### src/rtl/serial_pattern_tx.sv
// Serial bit-stream transmitter: load/ready word intake, one bit per clock on x.
// Optional even-parity trailer bit with SERIAL_PATTERN_TX_PARITY_EN defined.
module serial_pattern_tx #(
  parameter int WIDTH     = 8,
  parameter bit MSB_FIRST = 1'b1
) (
  input  logic             clk,
  input  logic             rst,
  input  logic             load,
  input  logic [WIDTH-1:0] data,
  output logic             ready,
  output logic             x,
  output logic             x_valid,
  output logic             done
);

  localparam int CW = $clog2(WIDTH);
  localparam logic [CW-1:0] LAST = CW'(WIDTH - 1);

`ifdef SERIAL_PATTERN_TX_PARITY_EN
  typedef enum logic [1:0] {IDLE, SHIFT, PAR} state_t;
  logic par_bit;
`else
  typedef enum logic {IDLE, SHIFT} state_t;
`endif

  state_t           state;
  logic [CW-1:0]    cnt;
  logic [WIDTH-1:0] sh;

  logic             accept;
  logic             first_bit;
  logic             next_bit;
  logic [WIDTH-1:0] data_sh;
  logic [WIDTH-1:0] sh_sh;

  // ready is registered and only high in IDLE or the final bit cycle
  assign accept    = load & ready;
  assign first_bit = MSB_FIRST ? data[WIDTH-1] : data[0];
  assign next_bit  = MSB_FIRST ? sh[WIDTH-1] : sh[0];
  assign data_sh   = MSB_FIRST ? {data[WIDTH-2:0], 1'b0} : {1'b0, data[WIDTH-1:1]};
  assign sh_sh     = MSB_FIRST ? {sh[WIDTH-2:0], 1'b0} : {1'b0, sh[WIDTH-1:1]};

  always_ff @(posedge clk) begin
    if (rst) begin
      state   <= IDLE;
      cnt     <= '0;
      sh      <= '0;
      x       <= 1'b0;
      x_valid <= 1'b0;
      done    <= 1'b0;
      ready   <= 1'b1;
`ifdef SERIAL_PATTERN_TX_PARITY_EN
      par_bit <= 1'b0;
`endif
    end else if (accept) begin
      // first bit goes straight to x; sh holds the remaining bits
      state   <= SHIFT;
      cnt     <= '0;
      sh      <= data_sh;
      x       <= first_bit;
      x_valid <= 1'b1;
      done    <= 1'b0;
      ready   <= 1'b0;
`ifdef SERIAL_PATTERN_TX_PARITY_EN
      par_bit <= ^data;
`endif
    end else begin
      case (state)
        SHIFT: begin
          if (cnt == LAST) begin
`ifdef SERIAL_PATTERN_TX_PARITY_EN
            state   <= PAR;
            x       <= par_bit;
            x_valid <= 1'b1;
            done    <= 1'b1;
            ready   <= 1'b1;
`else
            state   <= IDLE;
            x       <= 1'b0;
            x_valid <= 1'b0;
            done    <= 1'b0;
            ready   <= 1'b1;
`endif
          end else begin
            cnt     <= cnt + 1'b1;
            sh      <= sh_sh;
            x       <= next_bit;
            x_valid <= 1'b1;
`ifdef SERIAL_PATTERN_TX_PARITY_EN
            done    <= 1'b0;
            ready   <= 1'b0;
`else
            done    <= (cnt == LAST - 1'b1);
            ready   <= (cnt == LAST - 1'b1);
`endif
          end
        end
        default: begin
          state   <= IDLE;
          x       <= 1'b0;
          x_valid <= 1'b0;
          done    <= 1'b0;
          ready   <= 1'b1;
        end
      endcase
    end
  end

endmodule

### config.mk
export PLATFORM = sky130hd
export DESIGN_NAME = serial_pattern_tx
export DESIGN_NICKNAME = d
export VERILOG_FILES = /design/src/rtl/serial_pattern_tx.sv
export SDC_FILE = /design/constraint.sdc
export NUM_CORES = 1
export LEC_CHECK = 0
export BUFFER_PORTS_ARGS = -buffer_cell sky130_fd_sc_hd__buf_4
export CORE_MARGIN = 3
export CORE_UTILIZATION = 40
export DETAILED_ROUTE_END_ITERATION = 12
export PLACE_DENSITY_LB_ADDON = 0.12
export SLEW_MARGIN = 10
export SYNTH_ARGS = -nofsm -noshare
export SYNTH_HDL_FRONTEND = slang
export SYNTH_SLANG_ARGS = --single-unit
### constraint.sdc
create_clock -name clk -period 2 [get_ports clk]
set_clock_uncertainty 0.1 [all_clocks]
set_input_delay 0 -clock clk [delete_from_list [all_inputs] [get_ports clk]]
set_output_delay 0 -clock clk [all_outputs]
set_load 0.05 [all_outputs]
==> results of run 1 <==
through the flow:
stage               instance area, sq um  instances  hold WS (ps)  util (%)
finish                             868.3        105         113.0     61.36
CTS                                868.3        105         112.8     61.36
floorplan                          654.4         68        -32.14         -
global route                       868.3        105         139.3     61.36
global placement                   742.0         92         153.1     52.43
detailed placement                 742.0         92         157.0     52.43
cells in the final DEF (no fill, tap or decap), drive strengths merged:
master	n
dlygate4sd3	9
a21oi	4
buf	14
mux2i	1
a311oi	6
clkbuf	4
nor2	7
nand2b	1
nor3	2
and2	1
nor4	1
ha	3
nand2	16
xnor2	1
inv	1
a2111oi	1
or2	1
dfxtp	14
nand3	2
nor2b	1
power by group through the flow:
| stage | clock network (mW) | registers (mW) | logic (mW) |
|---|---|---|---|
| after floorplan | 0 | 0.329 | 0.0729 |
| after global placement | 0 | 0.316 | 0.112 |
| after detailed placement | 0 | 0.316 | 0.113 |
| after CTS | 0.211 | 0.309 | 0.127 |
| after global routing | 0.223 | 0.312 | 0.137 |
| final | 0.206 | 0.309 | 0.126 |
flip-flops by register name, summed over array words and instances, names as in the netlist:
signal / cells
done: 1
state: 1
cnt: 3
sh: 7
ready: 1
x: 1
layout make-up:
class / instances / area [sq um]
clock buffers: 4 / 36.28
flip-flops and latches: 14 / 280.3
well taps: 15 / 18.77
repair buffers: 23 / 195.2
multi-input cells: 48 / 334.1
fillers: 131 / 546.8
inverters: 1 / 3.754
worst reg2reg max path, stage by stage, from the launching register on:
cell and delay [ps]:
sky130_fd_sc_hd__dfxtp_1 340, sky130_fd_sc_hd__ha_1 200, sky130_fd_sc_hd__ha_1 210, sky130_fd_sc_hd__nor2b_4 310, sky130_fd_sc_hd__nor2_1 100, sky130_fd_sc_hd__a2111oi_2 320
cell families (layout without fill, tap and decap cells):
family	count (synthesis)	after routing
compound gates	11	11
xor+xnor	1	1
fa+ha+maj	3	3
buf+inv	6	28
flops	14	14
mux	1	1
simple gates	32	32
layer usage:
layer | part of all wire [%] | GRT usage [%] | vias to the layer above
met4 | 0.81 | 8.523 | 0
li1 | - | - | 279
met3 | 5.5 | 3.516 | 2
met2 | 47 | 23.90 | 11
met1 | 46 | 15.46 | 243
met5 | 0 | 0 | -
worst min-delay path by stage:
stage,start,end,depth (start not counted)
2_1_floorplan,rst,sh[2],1
3_3_place_gp,data[0],sh[1],3
3_5_place_dp,data[7],x,3
4_1_cts,load,cnt[1],3
5_1_grt,load,cnt[0],3
6_report,load,cnt[1],3
==> flow_results.xml, run 1 <==
<?xml version="1.0" encoding="UTF-8"?>
<metrics>
  <group name="cts">
    <metric name="max-clock-path-buffers" unit="">2</metric>
    <metric name="clkSinkCount" unit="">14</metric>
    <metric name="clk_pin_slew" unit="ps">80</metric>
    <metric name="cts_made_buffers" unit="">3</metric>
    <metric name="postCtsResizedCells" unit="">0</metric>
    <metric name="cts_tree" unit="">built</metric>
    <metric name="clockRootBuffer" unit="">sky130_fd_sc_hd__clkbuf_4</metric>
    <metric name="cts_setup_buffers" unit="">0</metric>
    <metric name="clock_latency" unit="ps">280</metric>
    <metric name="cts-htree-levels" unit="">1</metric>
    <metric name="cts_hold_buf" unit="">9</metric>
  </group>
  <group name="worst_hold_path">
    <metric name="holdCritPathClass" unit="">primary input to register</metric>
  </group>
  <group name="die">
    <metric name="design.die.area" unit="sq um">2157</metric>
    <metric name="floorplan.initialDensity" unit="%">46.24</metric>
    <metric name="height_of_the_die" unit="um">46.45</metric>
    <metric name="std_cell_rows" unit="">13</metric>
    <metric name="ioPinCount" unit="">15</metric>
    <metric name="die_width" unit="um">46.45</metric>
    <metric name="design.core.area" unit="sq um">1415</metric>
  </group>
  <group name="synthesis">
    <metric name="postSynth.asyncResetShare" unit="%">0</metric>
    <metric name="synth-compound-area-share" unit="%">19.12</metric>
    <metric name="post_synth_instance_area" unit="sq um">654.4</metric>
    <metric name="yosys_warnings" unit="">0</metric>
    <metric name="share_of_synthesized_cell_area_in_full_adder_half_adder_and_majority_cells" unit="%">5.736</metric>
    <metric name="post_synth_main_area_contributors" unit="">sky130_fd_sc_hd__dfxtp_1, sky130_fd_sc_hd__a311oi_2, sky130_fd_sc_hd__nand2_1</metric>
    <metric name="synth_largest_area_cell" unit="">sky130_fd_sc_hd__dfxtp_1</metric>
    <metric name="post_synth_xor_area_fraction" unit="%">1.338</metric>
    <metric name="synth.avg_cell_area" unit="sq um">9.623</metric>
    <metric name="post_synth_and_or_nand_nor_area_fraction" unit="%">23.33</metric>
    <metric name="synth_top_family_by_area" unit="">simple AND/OR/NAND/NOR gates</metric>
    <metric name="post_synth_num_cell_types" unit="">22</metric>
    <metric name="synth_nets" unit="">82</metric>
    <metric name="ys_seq_elements" unit="">14</metric>
    <metric name="multiplexer_area_fraction_after_synthesis" unit="%">1.530</metric>
    <metric name="yosysTopAreaCellShare" unit="%">42.83</metric>
    <metric name="ys_dominant_reg_cell" unit="">sky130_fd_sc_hd__dfxtp_1</metric>
    <metric name="seq_area_frac_synth" unit="%">42.83</metric>
    <metric name="yosysMostFrequentCell" unit="">sky130_fd_sc_hd__nand2_1</metric>
    <metric name="synth_common_cells" unit="">sky130_fd_sc_hd__nand2_1, sky130_fd_sc_hd__dfxtp_1, sky130_fd_sc_hd__nor2_1</metric>
    <metric name="syn_inst" unit="">68</metric>
    <metric name="synth_enable_flop_cells" unit="">0</metric>
  </group>
  <group name="sta">
    <metric name="fmax" unit="GHz">0.5982</metric>
    <metric name="final.setup.tns" unit="ps">0</metric>
    <metric name="finalCritPeriodShare" unit="%">83.58</metric>
    <metric name="setup_ws" unit="ps">328.4</metric>
    <metric name="final_hold_viols" unit="">0</metric>
    <metric name="period_needed" unit="ps">1672</metric>
    <metric name="slew-limit-headroom" unit="%">61.35</metric>
    <metric name="final-max-slew-violation-count" unit="">0</metric>
    <metric name="timing_worst_slew_pin_value" unit="ps">578.4</metric>
    <metric name="setup_repair_after_global_routing_missed_its_margin" unit="">no</metric>
    <metric name="finalSetupViolations" unit="">0</metric>
  </group>
  <group name="power_and_ir_drop">
    <metric name="power-per-cell-area" unit="nW/um^2">738.5</metric>
    <metric name="netSwitchingPower" unit="mW">0.1749</metric>
    <metric name="p_clk_share" unit="%">32.2</metric>
    <metric name="comb_power_share" unit="%">19.6</metric>
    <metric name="leakage_power_total" unit="nW">0.3483</metric>
    <metric name="netSwitchingFraction" unit="%">27.28</metric>
    <metric name="seq_power_share" unit="%">48.2</metric>
    <metric name="fin_total_pwr" unit="mW">0.6413</metric>
    <metric name="internal_power" unit="mW">0.4663</metric>
    <metric name="irDropWorstVdd" unit="mV">0.4924</metric>
  </group>
  <group name="setup_path">
    <metric name="critPathLaunch" unit="">cnt[0]</metric>
    <metric name="critPathLaunchType" unit="">register</metric>
    <metric name="worst_path_largest_cell_delay" unit="ps">340</metric>
    <metric name="critical_path_class" unit="">register to register</metric>
    <metric name="arrival" unit="ps">1750</metric>
    <metric name="critical_path.most_common_cell" unit="">sky130_fd_sc_hd__ha_1</metric>
    <metric name="worst_ep_required_time" unit="ps">2080</metric>
    <metric name="crit_slowest_cell" unit="">sky130_fd_sc_hd__dfxtp_1</metric>
    <metric name="timing.rr.start" unit="">cnt[0]</metric>
    <metric name="cp_top_family" unit="">adder cells</metric>
    <metric name="critPathCaptureType" unit="">register</metric>
    <metric name="worstReg2RegEnd" unit="">cnt[1]</metric>
    <metric name="crit_path_cell_trace" unit="">ha_1, ha_1, nor2b_4, nor2_1, a2111oi_2</metric>
    <metric name="worst-path-stages" unit="">5</metric>
    <metric name="reg2regPathDepth" unit="">5</metric>
    <metric name="worst-r2r-setup-slack" unit="ps">330</metric>
    <metric name="timing.critical_path.to" unit="">cnt[1]</metric>
    <metric name="crit_fanout" unit="">12</metric>
    <metric name="critPathBufInv" unit="">0</metric>
  </group>
  <group name="drt">
    <metric name="routed_wire_length" unit="um">1231</metric>
    <metric name="drt_iter0_markers" unit="">9</metric>
    <metric name="drt_first_pass_iters" unit="">4</metric>
    <metric name="wl_per_cell" unit="um">11.72</metric>
    <metric name="dr_total_vias" unit="">535</metric>
    <metric name="remaining_drc_errors" unit="">0</metric>
    <metric name="vias_per_cell" unit="">5.095</metric>
    <metric name="drtAntennaViolNets" unit="">0</metric>
  </group>
  <group name="global_route">
    <metric name="grt_util_all_layers" unit="%">14.07</metric>
    <metric name="number_of_global_route_vias_before_repair" unit="">514</metric>
    <metric name="grt_antenna_before_repair" unit="">0</metric>
    <metric name="grt-ovfl-total" unit="">0</metric>
    <metric name="maximum_number_of_pins_on_one_net_before_global_route_repair" unit="">16</metric>
    <metric name="wire_length_of_the_first_global_routing_pass" unit="um">2111</metric>
  </group>
  <group name="place">
    <metric name="gp_congestion" unit="">0.6824</metric>
    <metric name="post-place-ws" unit="ps">329.9</metric>
    <metric name="placement.io_buffers" unit="">14</metric>
    <metric name="hpwl" unit="um">799.1</metric>
  </group>
  <group name="flow_run">
    <metric name="timing.max_cap.violations" unit="">0</metric>
  </group>
  <group name="status">
    <metric name="run_status" unit="">complete, no violations</metric>
  </group>
  <group name="finish">
    <metric name="antenna_cells_inserted" unit="">0</metric>
    <metric name="final_layout_size_suffix_gt1_share" unit="%">31.11</metric>
    <metric name="flow.area_growth_from_synthesis" unit="%">32.70</metric>
    <metric name="nets" unit="">105</metric>
  </group>
</metrics>
Power figures use the tool's default switching activity.
==> inputs of run 2 (changes only) <==
==> constraint.sdc (replaced) <==
create_clock -name clk -period 1.6 [get_ports clk]
set_clock_uncertainty 0.1 [all_clocks]
set_input_delay 0 -clock clk [delete_from_list [all_inputs] [get_ports clk]]
set_output_delay 0 -clock clk [all_outputs]
set_load 0.05 [all_outputs]
==> run 2 against run 1 <==
Wire length is 1.1% lower. Final area is 5.5% higher. First-iteration DRC count is 89% higher. Critical path type unchanged. Critical endpoint is now ready. Highest routed layer unchanged.
==> flow_results.xml, run 2 (synthesized netlist as in run 1, its figures left out) <==
<?xml version="1.0" encoding="UTF-8"?>
<metrics>
  <group name="status">
    <metric name="run_status" unit="">complete, no violations</metric>
  </group>
  <group name="sta">
    <metric name="period_needed" unit="ps">1500</metric>
    <metric name="final.setup.tns" unit="ps">0</metric>
    <metric name="slew-limit-headroom" unit="%">80.17</metric>
    <metric name="final_hold_viols" unit="">0</metric>
    <metric name="fmax" unit="GHz">0.6665</metric>
    <metric name="finalCritPeriodShare" unit="%">93.77</metric>
    <metric name="finalSetupViolations" unit="">0</metric>
    <metric name="setup_repair_after_global_routing_missed_its_margin" unit="">no</metric>
    <metric name="final-max-slew-violation-count" unit="">0</metric>
    <metric name="timing_worst_slew_pin_value" unit="ps">297.4</metric>
  </group>
  <group name="cts">
    <metric name="clock_latency" unit="ps">270</metric>
    <metric name="max-clock-path-buffers" unit="">2</metric>
    <metric name="clkSinkCount" unit="">14</metric>
    <metric name="cts_made_buffers" unit="">3</metric>
    <metric name="clockRootBuffer" unit="">sky130_fd_sc_hd__clkbuf_4</metric>
    <metric name="cts_tree" unit="">built</metric>
    <metric name="cts-htree-levels" unit="">1</metric>
    <metric name="clk_pin_slew" unit="ps">80</metric>
  </group>
  <group name="global_route">
    <metric name="maximum_number_of_pins_on_one_net_before_global_route_repair" unit="">16</metric>
    <metric name="grt_util_all_layers" unit="%">13.74</metric>
    <metric name="wire_length_of_the_first_global_routing_pass" unit="um">2028</metric>
    <metric name="grt_antenna_before_repair" unit="">0</metric>
    <metric name="number_of_global_route_vias_before_repair" unit="">487</metric>
    <metric name="grt-ovfl-total" unit="">0</metric>
  </group>
  <group name="finish">
    <metric name="flow.area_growth_from_synthesis" unit="%">39.96</metric>
    <metric name="seq_area" unit="sq um">280.3</metric>
    <metric name="largestRegisters" unit="">sh (7), cnt (3)</metric>
    <metric name="fillers" unit="">129</metric>
    <metric name="largest_register_by_flop_count" unit="">sh</metric>
    <metric name="final_layout_size_suffix_gt1_share" unit="%">36.46</metric>
    <metric name="multi_input_comb_area" unit="sq um">336.6</metric>
    <metric name="most-common-layout-cells" unit="">sky130_fd_sc_hd__buf_4, sky130_fd_sc_hd__nand2_1, sky130_fd_sc_hd__dfxtp_1</metric>
    <metric name="nets" unit="">111</metric>
    <metric name="antenna_cells_inserted" unit="">0</metric>
    <metric name="layout.core_utilization" unit="%">64.72</metric>
    <metric name="layout.cell_area.non_filler" unit="sq um">915.9</metric>
    <metric name="largest_register_ffs" unit="">7</metric>
    <metric name="layout_commonest_cell" unit="">sky130_fd_sc_hd__buf_4</metric>
  </group>
  <group name="power_and_ir_drop">
    <metric name="internal_power" unit="mW">0.5970</metric>
    <metric name="comb_power_share" unit="%">21.5</metric>
    <metric name="power-per-cell-area" unit="nW/um^2">885.1</metric>
    <metric name="seq_power_share" unit="%">47.6</metric>
    <metric name="irDropWorstVdd" unit="mV">0.6153</metric>
    <metric name="leakage_power_total" unit="nW">0.3789</metric>
    <metric name="netSwitchingPower" unit="mW">0.2136</metric>
    <metric name="p_clk_share" unit="%">30.8</metric>
    <metric name="fin_total_pwr" unit="mW">0.8107</metric>
    <metric name="netSwitchingFraction" unit="%">26.35</metric>
  </group>
  <group name="drt">
    <metric name="drtAntennaViolNets" unit="">0</metric>
    <metric name="remaining_drc_errors" unit="">0</metric>
    <metric name="wire_length_on_met3" unit="um">78</metric>
    <metric name="dr.max_layer_used" unit="">met4</metric>
    <metric name="routed_wire_length" unit="um">1217</metric>
    <metric name="drt_first_pass_iters" unit="">4</metric>
    <metric name="drt_iter0_markers" unit="">17</metric>
    <metric name="met2_length" unit="um">551</metric>
    <metric name="wl_per_cell" unit="um">10.96</metric>
    <metric name="wl_met1" unit="um">578</metric>
    <metric name="vias_per_cell" unit="">5.045</metric>
    <metric name="dr_total_vias" unit="">560</metric>
  </group>
  <group name="die">
    <metric name="design.die.area" unit="sq um">2157</metric>
    <metric name="die_width" unit="um">46.45</metric>
    <metric name="height_of_the_die" unit="um">46.45</metric>
    <metric name="floorplan.initialDensity" unit="%">46.24</metric>
    <metric name="std_cell_rows" unit="">13</metric>
    <metric name="design.core.area" unit="sq um">1415</metric>
    <metric name="ioPinCount" unit="">15</metric>
  </group>
  <group name="place">
    <metric name="hpwl" unit="um">851.8</metric>
    <metric name="gp_congestion" unit="">0.6744</metric>
    <metric name="placement.io_buffers" unit="">14</metric>
    <metric name="place_area" unit="sq um">787.0</metric>
  </group>
  <group name="setup_path">
    <metric name="reg2regPathDepth" unit="">6</metric>
    <metric name="critPathLaunchType" unit="">register</metric>
    <metric name="crit_fanout" unit="">6</metric>
    <metric name="critPathCaptureType" unit="">register</metric>
    <metric name="arrival" unit="ps">1570</metric>
    <metric name="critical_path_class" unit="">register to register</metric>
    <metric name="worst_ep_required_time" unit="ps">1670</metric>
  </group>
  <group name="worst_hold_path">
    <metric name="worst_hold_path.num_cells" unit="">4</metric>
    <metric name="holdCritPathClass" unit="">primary input to register</metric>
  </group>
  <group name="flow_run">
    <metric name="timing.max_cap.violations" unit="">0</metric>
  </group>
</metrics>
==> run 2: repair_timing <==
item	in CTS	in global routing
setup buffers	0	0
endpoints found under the setup margin	0	7
hold endpoints to repair	14	0
gates resized for setup	0	1
hold buffers	9	0
==> run 2: power by group through the flow <==
stage / registers (mW) / clock network, mW / logic [mW]
6_report: 0.386 / 0.250 / 0.175
5_1_grt: 0.389 / 0.277 / 0.190
4_1_cts: 0.386 / 0.263 / 0.175
3_5_place_dp: 0.394 / 0 / 0.158
3_3_place_gp: 0.394 / 0 / 0.157
2_1_floorplan: 0.411 / 0 / 0.0911
==> run 2: final timing paths <==
kind                            startpoint     to  slack, ps
worst min-delay path                  load  state        100
worst max-delay path                cnt[0]  ready        100
worst min register to register       sh[1]  sh[1]        390
worst max register to register      cnt[0]  ready        100
==> run 2: final cells by class <==
type                       instances  area share (%)
multi-input combinational         48           36.75
tap                               15           2.049
sequential                        14           30.60
timing repair buffer              29           26.23
inverter                           1          0.4098
clock buffer                       4           3.962
==> run 2: per-stage QoR <==
stage | hold slack, ps | cells | setup WS (ps)
global route | 138.2 | 111 | 18.91
floorplan | -32.14 | 68 | 95.79
global placement | 152.1 | 98 | 66.34
CTS | 80.86 | 111 | 25.41
detailed placement | 165.2 | 98 | 45.34
finish | 97.73 | 111 | 99.62
==> run 2: worst max-delay path, cell delays in order, from the launching register on <==
cell and delay, ps:
sky130_fd_sc_hd__dfxtp_1 320, sky130_fd_sc_hd__ha_1 190, sky130_fd_sc_hd__ha_1 210, sky130_fd_sc_hd__nor2b_4 150, sky130_fd_sc_hd__buf_4 160, sky130_fd_sc_hd__a21oi_1 60, sky130_fd_sc_hd__or2_1 210
==> run 2: routing by layer <==
layer  up-vias  global-route usage (%)
met5         -                       0
met1       253                   16.36
li1        292                       -
met3         2                   7.031
met4         0                   5.114
met2        13                   20.88
==> inputs of run 3 (changes only) <==
--- a/config.mk
+++ b/config.mk
@@ -7,7 +7,8 @@
 export LEC_CHECK = 0
 export BUFFER_PORTS_ARGS = -buffer_cell sky130_fd_sc_hd__buf_4
 export CORE_MARGIN = 3
-export CORE_UTILIZATION = 40
+export CORE_UTILIZATION = 50
+export CTS_CLUSTER_SIZE = 8
 export DETAILED_ROUTE_END_ITERATION = 12
 export PLACE_DENSITY_LB_ADDON = 0.12
 export SLEW_MARGIN = 10
==> run 3 against run 2 <==
Final cell count shrank 1.8%. Die area down 18%. Sequential cell count did not move. Sequential share of layout area shrank 0.10 points. Wire length grew 24%. Combinational power is 4% higher. Register-to-register slack got worse by 30 ps. Global-route usage grew 4.5 points. Fmax fell by 2.2%. Via count grew 2.3%. Largest power group unchanged.
==> flow_results.xml, run 3 (synthesized netlist as in run 1, its figures left out) <==
<?xml version="1.0" encoding="UTF-8"?>
<metrics>
  <group name="status">
    <metric name="run_status" unit="">complete, no violations</metric>
  </group>
  <group name="cts">
    <metric name="clock_latency" unit="ps">280</metric>
    <metric name="cts_made_buffers" unit="">3</metric>
    <metric name="clockRootBuffer" unit="">sky130_fd_sc_hd__clkbuf_4</metric>
    <metric name="clk_pin_slew" unit="ps">80</metric>
    <metric name="clkSinkCount" unit="">14</metric>
    <metric name="cts-htree-levels" unit="">1</metric>
    <metric name="cts_tree" unit="">built</metric>
    <metric name="max-clock-path-buffers" unit="">2</metric>
  </group>
  <group name="sta">
    <metric name="finalCritPeriodShare" unit="%">95.92</metric>
    <metric name="final-max-slew-violation-count" unit="">0</metric>
    <metric name="slew-limit-headroom" unit="%">81.16</metric>
    <metric name="finalSetupViolations" unit="">0</metric>
    <metric name="final.setup.tns" unit="ps">0</metric>
    <metric name="setup_ws" unit="ps">65.23</metric>
    <metric name="period_needed" unit="ps">1535</metric>
    <metric name="setup_repair_after_global_routing_missed_its_margin" unit="">no</metric>
    <metric name="timing_worst_slew_pin_value" unit="ps">282.5</metric>
    <metric name="final_hold_viols" unit="">0</metric>
    <metric name="fmax" unit="GHz">0.6516</metric>
  </group>
  <group name="global_route">
    <metric name="grt-ovfl-total" unit="">0</metric>
    <metric name="maximum_number_of_pins_on_one_net_before_global_route_repair" unit="">16</metric>
    <metric name="number_of_global_route_vias_before_repair" unit="">536</metric>
    <metric name="grt_util_all_layers" unit="%">18.22</metric>
    <metric name="grt_antenna_before_repair" unit="">0</metric>
    <metric name="wire_length_of_the_first_global_routing_pass" unit="um">2421</metric>
  </group>
  <group name="setup_path">
    <metric name="critPathCaptureType" unit="">register</metric>
    <metric name="crit_fanout" unit="">6</metric>
    <metric name="worst-r2r-setup-slack" unit="ps">70</metric>
    <metric name="crit_path_cell_trace" unit="">ha_2, ha_2, nor2b_4, buf_12, nand2_1, a311oi_2</metric>
    <metric name="worst_ep_required_time" unit="ps">1700</metric>
    <metric name="critPathLaunchType" unit="">register</metric>
    <metric name="critPathBufInv" unit="">1</metric>
    <metric name="crit_slowest_cell" unit="">sky130_fd_sc_hd__dfxtp_2</metric>
    <metric name="arrival" unit="ps">1640</metric>
    <metric name="critical_path.most_common_cell" unit="">sky130_fd_sc_hd__ha_2</metric>
    <metric name="cp_top_family" unit="">adder cells</metric>
    <metric name="critical_path_class" unit="">register to register</metric>
    <metric name="worst_path_largest_cell_delay" unit="ps">340</metric>
  </group>
  <group name="finish">
    <metric name="fillers" unit="">86</metric>
    <metric name="flow.area_growth_from_synthesis" unit="%">41.68</metric>
    <metric name="final_layout_size_suffix_gt1_share" unit="%">40.00</metric>
    <metric name="layout_commonest_cell" unit="">sky130_fd_sc_hd__buf_4</metric>
    <metric name="largestRegisters" unit="">sh (7), cnt (3)</metric>
    <metric name="largest_register_by_flop_count" unit="">sh</metric>
    <metric name="antenna_cells_inserted" unit="">0</metric>
    <metric name="largest_register_ffs" unit="">7</metric>
    <metric name="most-common-layout-cells" unit="">sky130_fd_sc_hd__buf_4, sky130_fd_sc_hd__nand2_1, sky130_fd_sc_hd__dfxtp_1</metric>
    <metric name="nets" unit="">110</metric>
  </group>
  <group name="drt">
    <metric name="wl_per_cell" unit="um">13.90</metric>
    <metric name="remaining_drc_errors" unit="">0</metric>
    <metric name="drt_iter0_markers" unit="">8</metric>
    <metric name="drt_first_pass_iters" unit="">4</metric>
    <metric name="routed_wire_length" unit="um">1515</metric>
    <metric name="drtAntennaViolNets" unit="">0</metric>
    <metric name="dr_total_vias" unit="">573</metric>
    <metric name="vias_per_cell" unit="">5.257</metric>
  </group>
  <group name="power_and_ir_drop">
    <metric name="leakage_power_total" unit="nW">0.3721</metric>
    <metric name="irDropWorstVdd" unit="mV">0.6057</metric>
    <metric name="power-per-cell-area" unit="nW/um^2">890.9</metric>
  </group>
  <group name="place">
    <metric name="placement.io_buffers" unit="">14</metric>
    <metric name="post-place-ws" unit="ps">5.955</metric>
    <metric name="hpwl" unit="um">907.4</metric>
    <metric name="gp_congestion" unit="">0.7472</metric>
  </group>
  <group name="die">
    <metric name="floorplan.initialDensity" unit="%">55.88</metric>
    <metric name="design.die.area" unit="sq um">1779</metric>
    <metric name="ioPinCount" unit="">15</metric>
    <metric name="die_width" unit="um">42.18</metric>
    <metric name="design.core.area" unit="sq um">1171</metric>
    <metric name="height_of_the_die" unit="um">42.18</metric>
    <metric name="std_cell_rows" unit="">12</metric>
  </group>
  <group name="worst_hold_path">
    <metric name="holdCritPathClass" unit="">primary input to register</metric>
  </group>
  <group name="flow_run">
    <metric name="timing.max_cap.violations" unit="">0</metric>
  </group>
</metrics>
## run 3: power breakdown
group          switching, mW  internal, mW  leakage [nW]
sequential            0.0156         0.373         0.116
combinational         0.0930        0.0892         0.235
clock                  0.116         0.139        0.0210
total                  0.225         0.601         0.372
## run 3: final timing paths
| kind | startpoint | to | depth (start not counted) |
|---|---|---|---|
| min reg2reg | sh[7] | x | 2 |
| max reg2reg | cnt[1] | sh[7] | 6 |
| min | load | cnt[0] | 3 |
| max | cnt[1] | sh[7] | 6 |
## run 3: timing repair
item                                    CTS  global route
pin swaps                                 1             1
resized for setup                         1             4
endpoints found under the setup margin    7             7
setup buffers                             0             1
gates cloned                              0             0
hold endpoints to repair                 14             0
hold buffers                              9             0
## run 3: layout make-up
class | instances | area, sq um | share of cell area, %
Inverter | 1 | 3.754 | 0.4049
Timing Repair Buffer | 28 | 245.2 | 26.45
Tap cell | 14 | 17.52 | 1.889
Multi-Input combinational cell | 48 | 341.6 | 36.84
Sequential cell | 14 | 282.8 | 30.50
Clock buffer | 4 | 36.28 | 3.914
## run 3: tightest hold or removal path, cell delays in order
cell                     delay (ps)
sky130_fd_sc_hd__buf_4           90
sky130_fd_sc_hd__and2_1         280
sky130_fd_sc_hd__nor3_2          80
## run 3: metrics by stage
stage	total power, mW	util (%)	instance area, sq um	instances	hold slack (ps)
finish	0.8260	79.17	927.1	109	95.73
global route	0.8698	79.17	927.1	109	108.8
CTS	0.8261	77.88	912.1	108	89.31
detailed placement	0.5542	66.88	783.3	95	160.0
global placement	0.5515	66.88	783.3	95	154.2
floorplan	0.5026	-	654.4	68	-32.14
## run 3: metal layers
layer | part of all wire, % | vias to the layer above | global-route usage (%)
met5 | 0 | - | 0
li1 | - | 288 | -
met2 | 50 | 15 | 30.09
met4 | 1.4 | 0 | 5.590
met3 | 5.0 | 4 | 7.725
met1 | 44 | 266 | 21.15
